**src/rtl/sm4_pkg.sv**
```systemverilog
// Shared SM4 constants, transforms and FSM state types for the iterative engine.
// The S-box is stored flat with entry 0 in the most significant byte.
package sm4_pkg;

    typedef enum logic {
        KEY_IDLE,
        KEY_EXPAND
    } key_state_e;

    typedef enum logic [1:0] {
        BLK_IDLE,
        BLK_WAIT_KEY,
        BLK_RUN,
        BLK_DONE
    } blk_state_e;

    localparam logic [31:0] FK [4] = '{32'hA3B1BAC6, 32'h56AA3350, 32'h677D9197, 32'hB27022DC};

    localparam logic [2047:0] SBOX_FLAT = {
        128'hD690E9FECCE13DB716B614C228FB2C05, 128'h2B679A762ABE04C3AA44132649860699,
        128'h9C4250F491EF987A33540B43EDCFAC62, 128'hE4B31CA9C908E89580DF94FA758F3FA6,
        128'h4707A7FCF37317BA83593C19E6854FA8, 128'h686B81B27164DA8BF8EB0F4B70569D35,
        128'h1E240E5E6358D1A225227C3B01217887, 128'hD40046579FD327524C3602E7A0C4C89E,
        128'hEABF8AD240C738B5A3F7F2CEF96115A1, 128'hE0AE5DA49B341A55AD933230F58CB1E3,
        128'h1DF6E22E8266CA60C02923AB0D534E6F, 128'hD5DB3745DEFD8E2F03FF6A726D6C5B51,
        128'h8D1BAF92BBDDBC7F11D95C411F105AD8, 128'h0AC13188A5CD7BBD2D74D012B8E5B4B0,
        128'h8969974A0C96777E65B9F109C56EC684, 128'h18F07DEC3ADC4D2079EE5F3ED7CB3948
    };

    function automatic logic [7:0] sbox(input logic [7:0] x);
        return SBOX_FLAT[{~x, 3'b000} +: 8];
    endfunction

    // CK_i byte j is ((4i+j)*7) mod 256, most significant byte first.
    function automatic logic [31:0] ck(input logic [4:0] i);
        logic [31:0] c;
        logic [7:0]  n;
        c = '0;
        for (int j = 0; j < 4; j++) begin
            n = {1'b0, i, 2'b00} + 8'(j);
            c = {c[23:0], 8'(n * 8'd7)};
        end
        return c;
    endfunction

    function automatic logic [31:0] l_rnd(input logic [31:0] b);
        return b ^ {b[29:0], b[31:30]} ^ {b[21:0], b[31:22]}
                 ^ {b[13:0], b[31:14]} ^ {b[7:0], b[31:8]};
    endfunction

    function automatic logic [31:0] l_key(input logic [31:0] b);
        return b ^ {b[18:0], b[31:19]} ^ {b[8:0], b[31:9]};
    endfunction

endpackage

```
**src/rtl/sm4_sbox.sv**
```systemverilog
// Single 8-bit SM4 substitution box, purely combinational.
module sm4_sbox
    import sm4_pkg::*;
(
    input  logic [7:0] a_i,
    output logic [7:0] y_o
);

    assign y_o = sbox(a_i);

endmodule

```
**src/rtl/sm4_top.sv**
```systemverilog
// Iterative SM4 engine: one key-expansion round or one cipher round per cycle,
// with a 32-entry round-key store that persists across blocks.
module sm4_top
    import sm4_pkg::*;
(
    input  logic         clk,
    input  logic         reset_n,
    input  logic         encdec_enable_in,
    input  logic         encdec_sel_in,
    input  logic         enable_key_exp_and_valid_data_in,
    input  logic [127:0] data_in,
    input  logic [127:0] user_key_in,
    output logic         ready_out,
    output logic [127:0] result_out,
    output logic         key_exp_ready_out,
    output logic         key_exp_ready_signal
);

    key_state_e   key_state_q, key_state_d;
    blk_state_e   blk_state_q, blk_state_d;
    logic [31:0]  rk_q [32];
    logic [31:0]  k_q [4];
    logic [31:0]  x_q [4];
    logic [4:0]   kcnt_q;
    logic [5:0]   bcnt_q;
    logic         dec_q;
    logic         key_ready_q;
    logic         key_sig_q;
    logic         ready_q;
    logic [127:0] result_q;
    logic         key_load_acc, start_acc;
    logic [4:0]   rk_idx;
    logic [31:0]  rnd_in, rnd_tau, rnd_new;
    logic [31:0]  key_in, key_tau, rk_new;

    // Handshake: a pulse is accepted only in the states listed below and ignored
    // otherwise; ready_out / key_exp_ready_out are levels held until cleared.
    assign key_load_acc = enable_key_exp_and_valid_data_in && (key_state_q == KEY_IDLE)
                          && (blk_state_q != BLK_RUN);
    assign start_acc    = encdec_enable_in
                          && (blk_state_q == BLK_IDLE || blk_state_q == BLK_DONE);

    assign rk_idx  = dec_q ? ~bcnt_q[4:0] : bcnt_q[4:0];
    assign rnd_in  = x_q[1] ^ x_q[2] ^ x_q[3] ^ rk_q[rk_idx];
    assign key_in  = k_q[1] ^ k_q[2] ^ k_q[3] ^ ck(kcnt_q);

    for (genvar g = 0; g < 4; g++) begin : g_sbox
        sm4_sbox u_rnd_sbox (.a_i(rnd_in[8*g +: 8]), .y_o(rnd_tau[8*g +: 8]));
        sm4_sbox u_key_sbox (.a_i(key_in[8*g +: 8]), .y_o(key_tau[8*g +: 8]));
    end

    assign rnd_new = x_q[0] ^ l_rnd(rnd_tau);
    assign rk_new  = k_q[0] ^ l_key(key_tau);

    always_ff @(posedge clk) begin
        if (reset_n) begin
            key_state_q <= KEY_IDLE;
            blk_state_q <= BLK_IDLE;
        end else begin
            key_state_q <= key_state_d;
            blk_state_q <= blk_state_d;
        end
    end

    always_comb begin
        key_state_d = key_state_q;
        blk_state_d = blk_state_q;
        case (key_state_q)
            KEY_IDLE:   if (key_load_acc) key_state_d = KEY_EXPAND;
            KEY_EXPAND: if (kcnt_q == 5'd31) key_state_d = KEY_IDLE;
            default:    key_state_d = KEY_IDLE;
        endcase
        // A key-load in the same cycle invalidates the current keys, so wait for the new ones.
        case (blk_state_q)
            BLK_IDLE, BLK_DONE: begin
                if (start_acc) begin
                    blk_state_d = (key_ready_q && !key_load_acc) ? BLK_RUN : BLK_WAIT_KEY;
                end
            end
            BLK_WAIT_KEY: if (key_ready_q && !key_load_acc) blk_state_d = BLK_RUN;
            BLK_RUN:      if (bcnt_q[5]) blk_state_d = BLK_DONE;
            default:      blk_state_d = BLK_IDLE;
        endcase
    end

    always_ff @(posedge clk) begin
        if (reset_n) begin
            for (int i = 0; i < 32; i++) rk_q[i] <= '0;
            for (int i = 0; i < 4; i++) begin
                k_q[i] <= '0;
                x_q[i] <= '0;
            end
            kcnt_q      <= '0;
            bcnt_q      <= '0;
            dec_q       <= 1'b0;
            key_ready_q <= 1'b0;
            key_sig_q   <= 1'b0;
            ready_q     <= 1'b0;
            result_q    <= '0;
        end else begin
            key_sig_q <= 1'b0;
            if (key_load_acc) begin
                for (int i = 0; i < 4; i++) k_q[i] <= user_key_in[127-32*i -: 32] ^ FK[i];
                kcnt_q      <= '0;
                key_ready_q <= 1'b0;
            end else if (key_state_q == KEY_EXPAND) begin
                rk_q[kcnt_q] <= rk_new;
                k_q[0]       <= k_q[1];
                k_q[1]       <= k_q[2];
                k_q[2]       <= k_q[3];
                k_q[3]       <= rk_new;
                kcnt_q       <= kcnt_q + 5'd1;
                if (kcnt_q == 5'd31) begin
                    key_ready_q <= 1'b1;
                    key_sig_q   <= 1'b1;
                end
            end

            // RUN spends bcnt 0..31 on rounds and bcnt 32 publishing the result.
            if (start_acc) begin
                for (int i = 0; i < 4; i++) x_q[i] <= data_in[127-32*i -: 32];
                dec_q  <= encdec_sel_in;
                bcnt_q <= '0;
            end else if (blk_state_q == BLK_RUN) begin
                if (bcnt_q[5]) begin
                    result_q <= {x_q[3], x_q[2], x_q[1], x_q[0]};
                    ready_q  <= 1'b1;
                end else begin
                    x_q[0] <= x_q[1];
                    x_q[1] <= x_q[2];
                    x_q[2] <= x_q[3];
                    x_q[3] <= rnd_new;
                    bcnt_q <= bcnt_q + 6'd1;
                end
            end
            if (start_acc || key_load_acc) ready_q <= 1'b0;
        end
    end

    assign ready_out            = ready_q;
    assign result_out           = result_q;
    assign key_exp_ready_out    = key_ready_q;
    assign key_exp_ready_signal = key_sig_q;

endmodule

```
**config.mk**
```make
export PLATFORM = sky130hd
export DESIGN_NAME = sm4_top
export DESIGN_NICKNAME = d
export VERILOG_FILES = /design/src/rtl/sm4_pkg.sv /design/src/rtl/sm4_sbox.sv /design/src/rtl/sm4_top.sv
export SDC_FILE = /design/constraint.sdc
export NUM_CORES = 2
export LEC_CHECK = 0
export BUFFER_PORTS_ARGS = -buffer_cell sky130_fd_sc_hd__clkbuf_2
export CAP_MARGIN = 20
export CORE_MARGIN = 2
export CORE_UTILIZATION = 35
export CTS_CLUSTER_DIAMETER = 150
export DETAILED_ROUTE_END_ITERATION = 6
export GPL_TIMING_DRIVEN = 0
export SLEW_MARGIN = 10
export SYNTH_ARGS = -nofsm -noshare
export SYNTH_HDL_FRONTEND = slang
export SYNTH_HIERARCHICAL = 1
export SYNTH_SLANG_ARGS = --single-unit
```
**constraint.sdc**
```tcl
create_clock -name clk -period 7.52 [get_ports clk]
set_input_delay 2.256 -clock clk [delete_from_list [all_inputs] [get_ports clk]]
set_output_delay 2.256 -clock clk [all_outputs]
set_load 0.005 [all_outputs]
```
==> metrics.txt <==
Hold Path Origin=result_out[58]$_SDFFE_PP0P_; WP data required=just over 8000 ps; Post-synth top cells=nor2_1, edfxtp_1, nand2_1, a21oi_1, clkbuf_1; Vias/cell=6.65; initial antenna violation count=25; ys flop type=edfxtp_1; crit path kind=reg -> reg; Worst Hold Depth=2; # setup viols final=12; part of the cycle the worst path needs=1.03; Yosys top cell area share=0.394; Post-DP HPWL=405,000 µm; crit path max fanout=10; final wirelength=between 500,000 and 600,000 µm; Worst setup SP type=flop; MaxCap Viol Count=0; Hold EP=result_out[58]$_SDFFE_PP0P_; core area=277,000 µm²; xor and xnor fraction of the mapped netlist area=0.0392; placed cell areas=106,000 µm²; DR pass1 iterations=7; Final GP Congestion=1.04; post-synthesis register bit count=1,426; Via Count=96,600; Hold Crit Class=reg -> reg; post-route antenna net violation count=0; Finished Layout Cells=14,500; largest net degree at the start of global routing=36; full die area=283,000 µm²; nets=11,100; Gate Count Post-Synth=roughly 10,000; root buffer cell=clkbuf_16; Cells after DPL=14,200; wire per inst=37.1 µm; Top Ports=392; GR Layer Usage met2=0.555; Pins Over Slew Limit=0; first-pass GRT wire length=740,000 µm; min Tclk post-route=7720 ps; first-iteration detailed-routing DRC count=approximately 16,000; top cell type by total area after synthesis=edfxtp_1; most numerous cell in the Yosys netlist=nor2_1; Starting Density=0.352; Most Used Layer, Global Route=met2; Syn Nets=10,400; Cell Chain, Critical Path=buf_4, clkbuf_4, and4bb_2, clkbuf_1, a22oi_1, nand4_1, nor4_1, a21oi_1, xnor2_1, buf_2, inv_1, clkbuf_1, clkbuf_1, o21ai_0, o31ai_1, o21bai_1, a32oi_1, buf_6, xor2_2, xnor2_1, xnor2_1, a22o_1; TritonCTS buffer count=160; Bufs on Longest Clock Path=4; worst r2r path cells=22; max incr delay on CP=slightly above 700 ps; total track usage=0.365; fin util=0.405; grt met3 use=0.0908; largest family of logic cells by synthesized area=compound AO/OA/AOI/OAI gates; EDFF count, synth=1,280; met1 Use GR=0.470; synth unique cells=92; DRC viols=12; Synth area leaders=edfxtp_1, mux4_2, nor2_1, mux2i_1, xnor2_1; Port Buffers=slightly below 400; final instance area=112,000 µm²; mux contribution to synthesized area=0.130; sequential fraction of the synthesis area=0.424; htree depth=4; DP Worst Slack=-2180 ps; grt ovf=0; RSZ-0062 raised after global routing=true; skew final=82.7 ps; status=complete, but fails checks; worst reg2reg endpoint=x_q[3][0]$_DFFE_PP_; CTS tree=built; layout cell share with drive strength beyond 1=0.177; Skew-Pair Late Insertion Delay=880 ps; site row count=193; syn_area_per_cell=9.73 µm²; clock-pin slew on the worst setup and hold paths=60 ps; Netlist Area Pre-Place=97,600 µm²; Max Clock Freq=0.130 GHz; Synth async-reset ratio=0; crit path DAT=8250 ps; Synth Area in Compound Gates=0.181; Worst-Margin Slew=1250 ps; reg2reg setup slack=-200 ps; Sink Count=1,426; P&R area growth vs syn=15.1%; Fillers=27,400; YS warnings=6; Slew headroom=0.162; Simple-Gate Fraction of Synth Area=0.156; final hold violation count=0; fin worst setup slack=-199 ps; Die Span X=532 µm; RR Startpoint=bcnt_q[0]$_SDFFE_PP0N_; adder-cell share of the synthesized area=0.0173; Worst Setup End Kind=flop; CP max-delay cell=clkbuf_1; die height=532 µm; violated checks=DRC, setup timing; vias in the first global route=92,700
## state kept, by name (all words and copies together) (netlist names), 2 cells and up
name and count:
k_q 128, rk_q 1024, kcnt_q 5, blk_state_q 2, bcnt_q 6, result_out 128
x_q 128
## critical path, delay by kind of cell, from the launching register on
family / cells / cell delay (ps)
buffers and inverters: 8 / 2920
AOI/OAI and AO/OA: 7 / 1980
DFF: 1 / 540
and+or+nand+nor: 3 / 1100
xor gates and xnor gates: 4 / 870
## how the worst max path moves through the flow
stage,slack [ps],cells after the start,start,endpoint
CTS,5,22,bcnt_q[0]$_SDFFE_PP0N_,x_q[3][2]$_DFFE_PP_
global placement,-2770,22,bcnt_q[3]$_SDFFE_PP0N_,x_q[3][4]$_DFFE_PP_
global route,3,23,bcnt_q[0]$_SDFFE_PP0N_,x_q[3][0]$_DFFE_PP_
finish,-200,22,bcnt_q[0]$_SDFFE_PP0N_,x_q[3][0]$_DFFE_PP_
detailed placement,-2180,23,dec_q$_SDFFE_PP0P_,x_q[3][19]$_DFFE_PP_
floorplan,2190,23,bcnt_q[0]$_SDFFE_PP0N_,x_q[3][31]$_DFFE_PP_
## per-stage QoR
step	setup TNS, ps	hold WS, ps
2_1_floorplan	0	449
3_3_place_gp	-1639590	444
6_report	-619	454
5_1_grt	0	473
4_1_cts	0	456
3_5_place_dp	-370820	447
## metal layers
| metal | wire [µm] | vias up |
|---|---|---|
| met5 | 103 | - |
| met2 | 234000 | 7992 |
| met1 | 202000 | 48000 |
| met3 | 64800 | 1715 |
| met4 | 38200 | 16 |
| li1 | - | 38900 |
## layout by cell type, fill, tap and decap left out, types with 199 or more instances in the layout
master and n:
clkbuf_1 553, nor3_1 199, nand2_1 840, edfxtp_1 1280, mux4_2 307, mux2i_1 470
clkbuf_2 440, nor2_1 1513, buf_2 375, xnor2_1 317, a21oi_1 576, o21ai_0 420
## final cells by class
cell class	instances	area (µm²)	share of cell area
Multi-Input combinational cell	7442	52400	0.467
Sequential cell	1426	41400	0.368
Buffer	1065	4930	0.0439
Tap cell	3705	4640	0.0413
Clock buffer	212	4450	0.0396
Timing Repair Buffer	506	3540	0.0315
Clock inverter	67	652	0.00580
Inverter	83	319	0.00284
Antenna cell	15	37.5	0.000334
## what timing repair did
item,CTS,global route
setup buffers,12,6
pin swaps,7,4
endpoints found under the setup margin,925,309
hold buffers,0,0
resized for setup,147,80
## cell families after synthesis
| group | after synthesis |
|---|---|
| multiplexers | 875 |
| XOR/XNOR | 435 |
| adder cells (fa/ha/maj) | 131 |
| buffers and inverters | 1163 |
| AO/OA/AOI/OAI | 2583 |
| flip-flops | 1426 |
| AND/OR/NAND/NOR | 3418 |
Power is not shown: default switching activity piles up to over one toggle a cycle in this logic, so the estimate is an artifact.
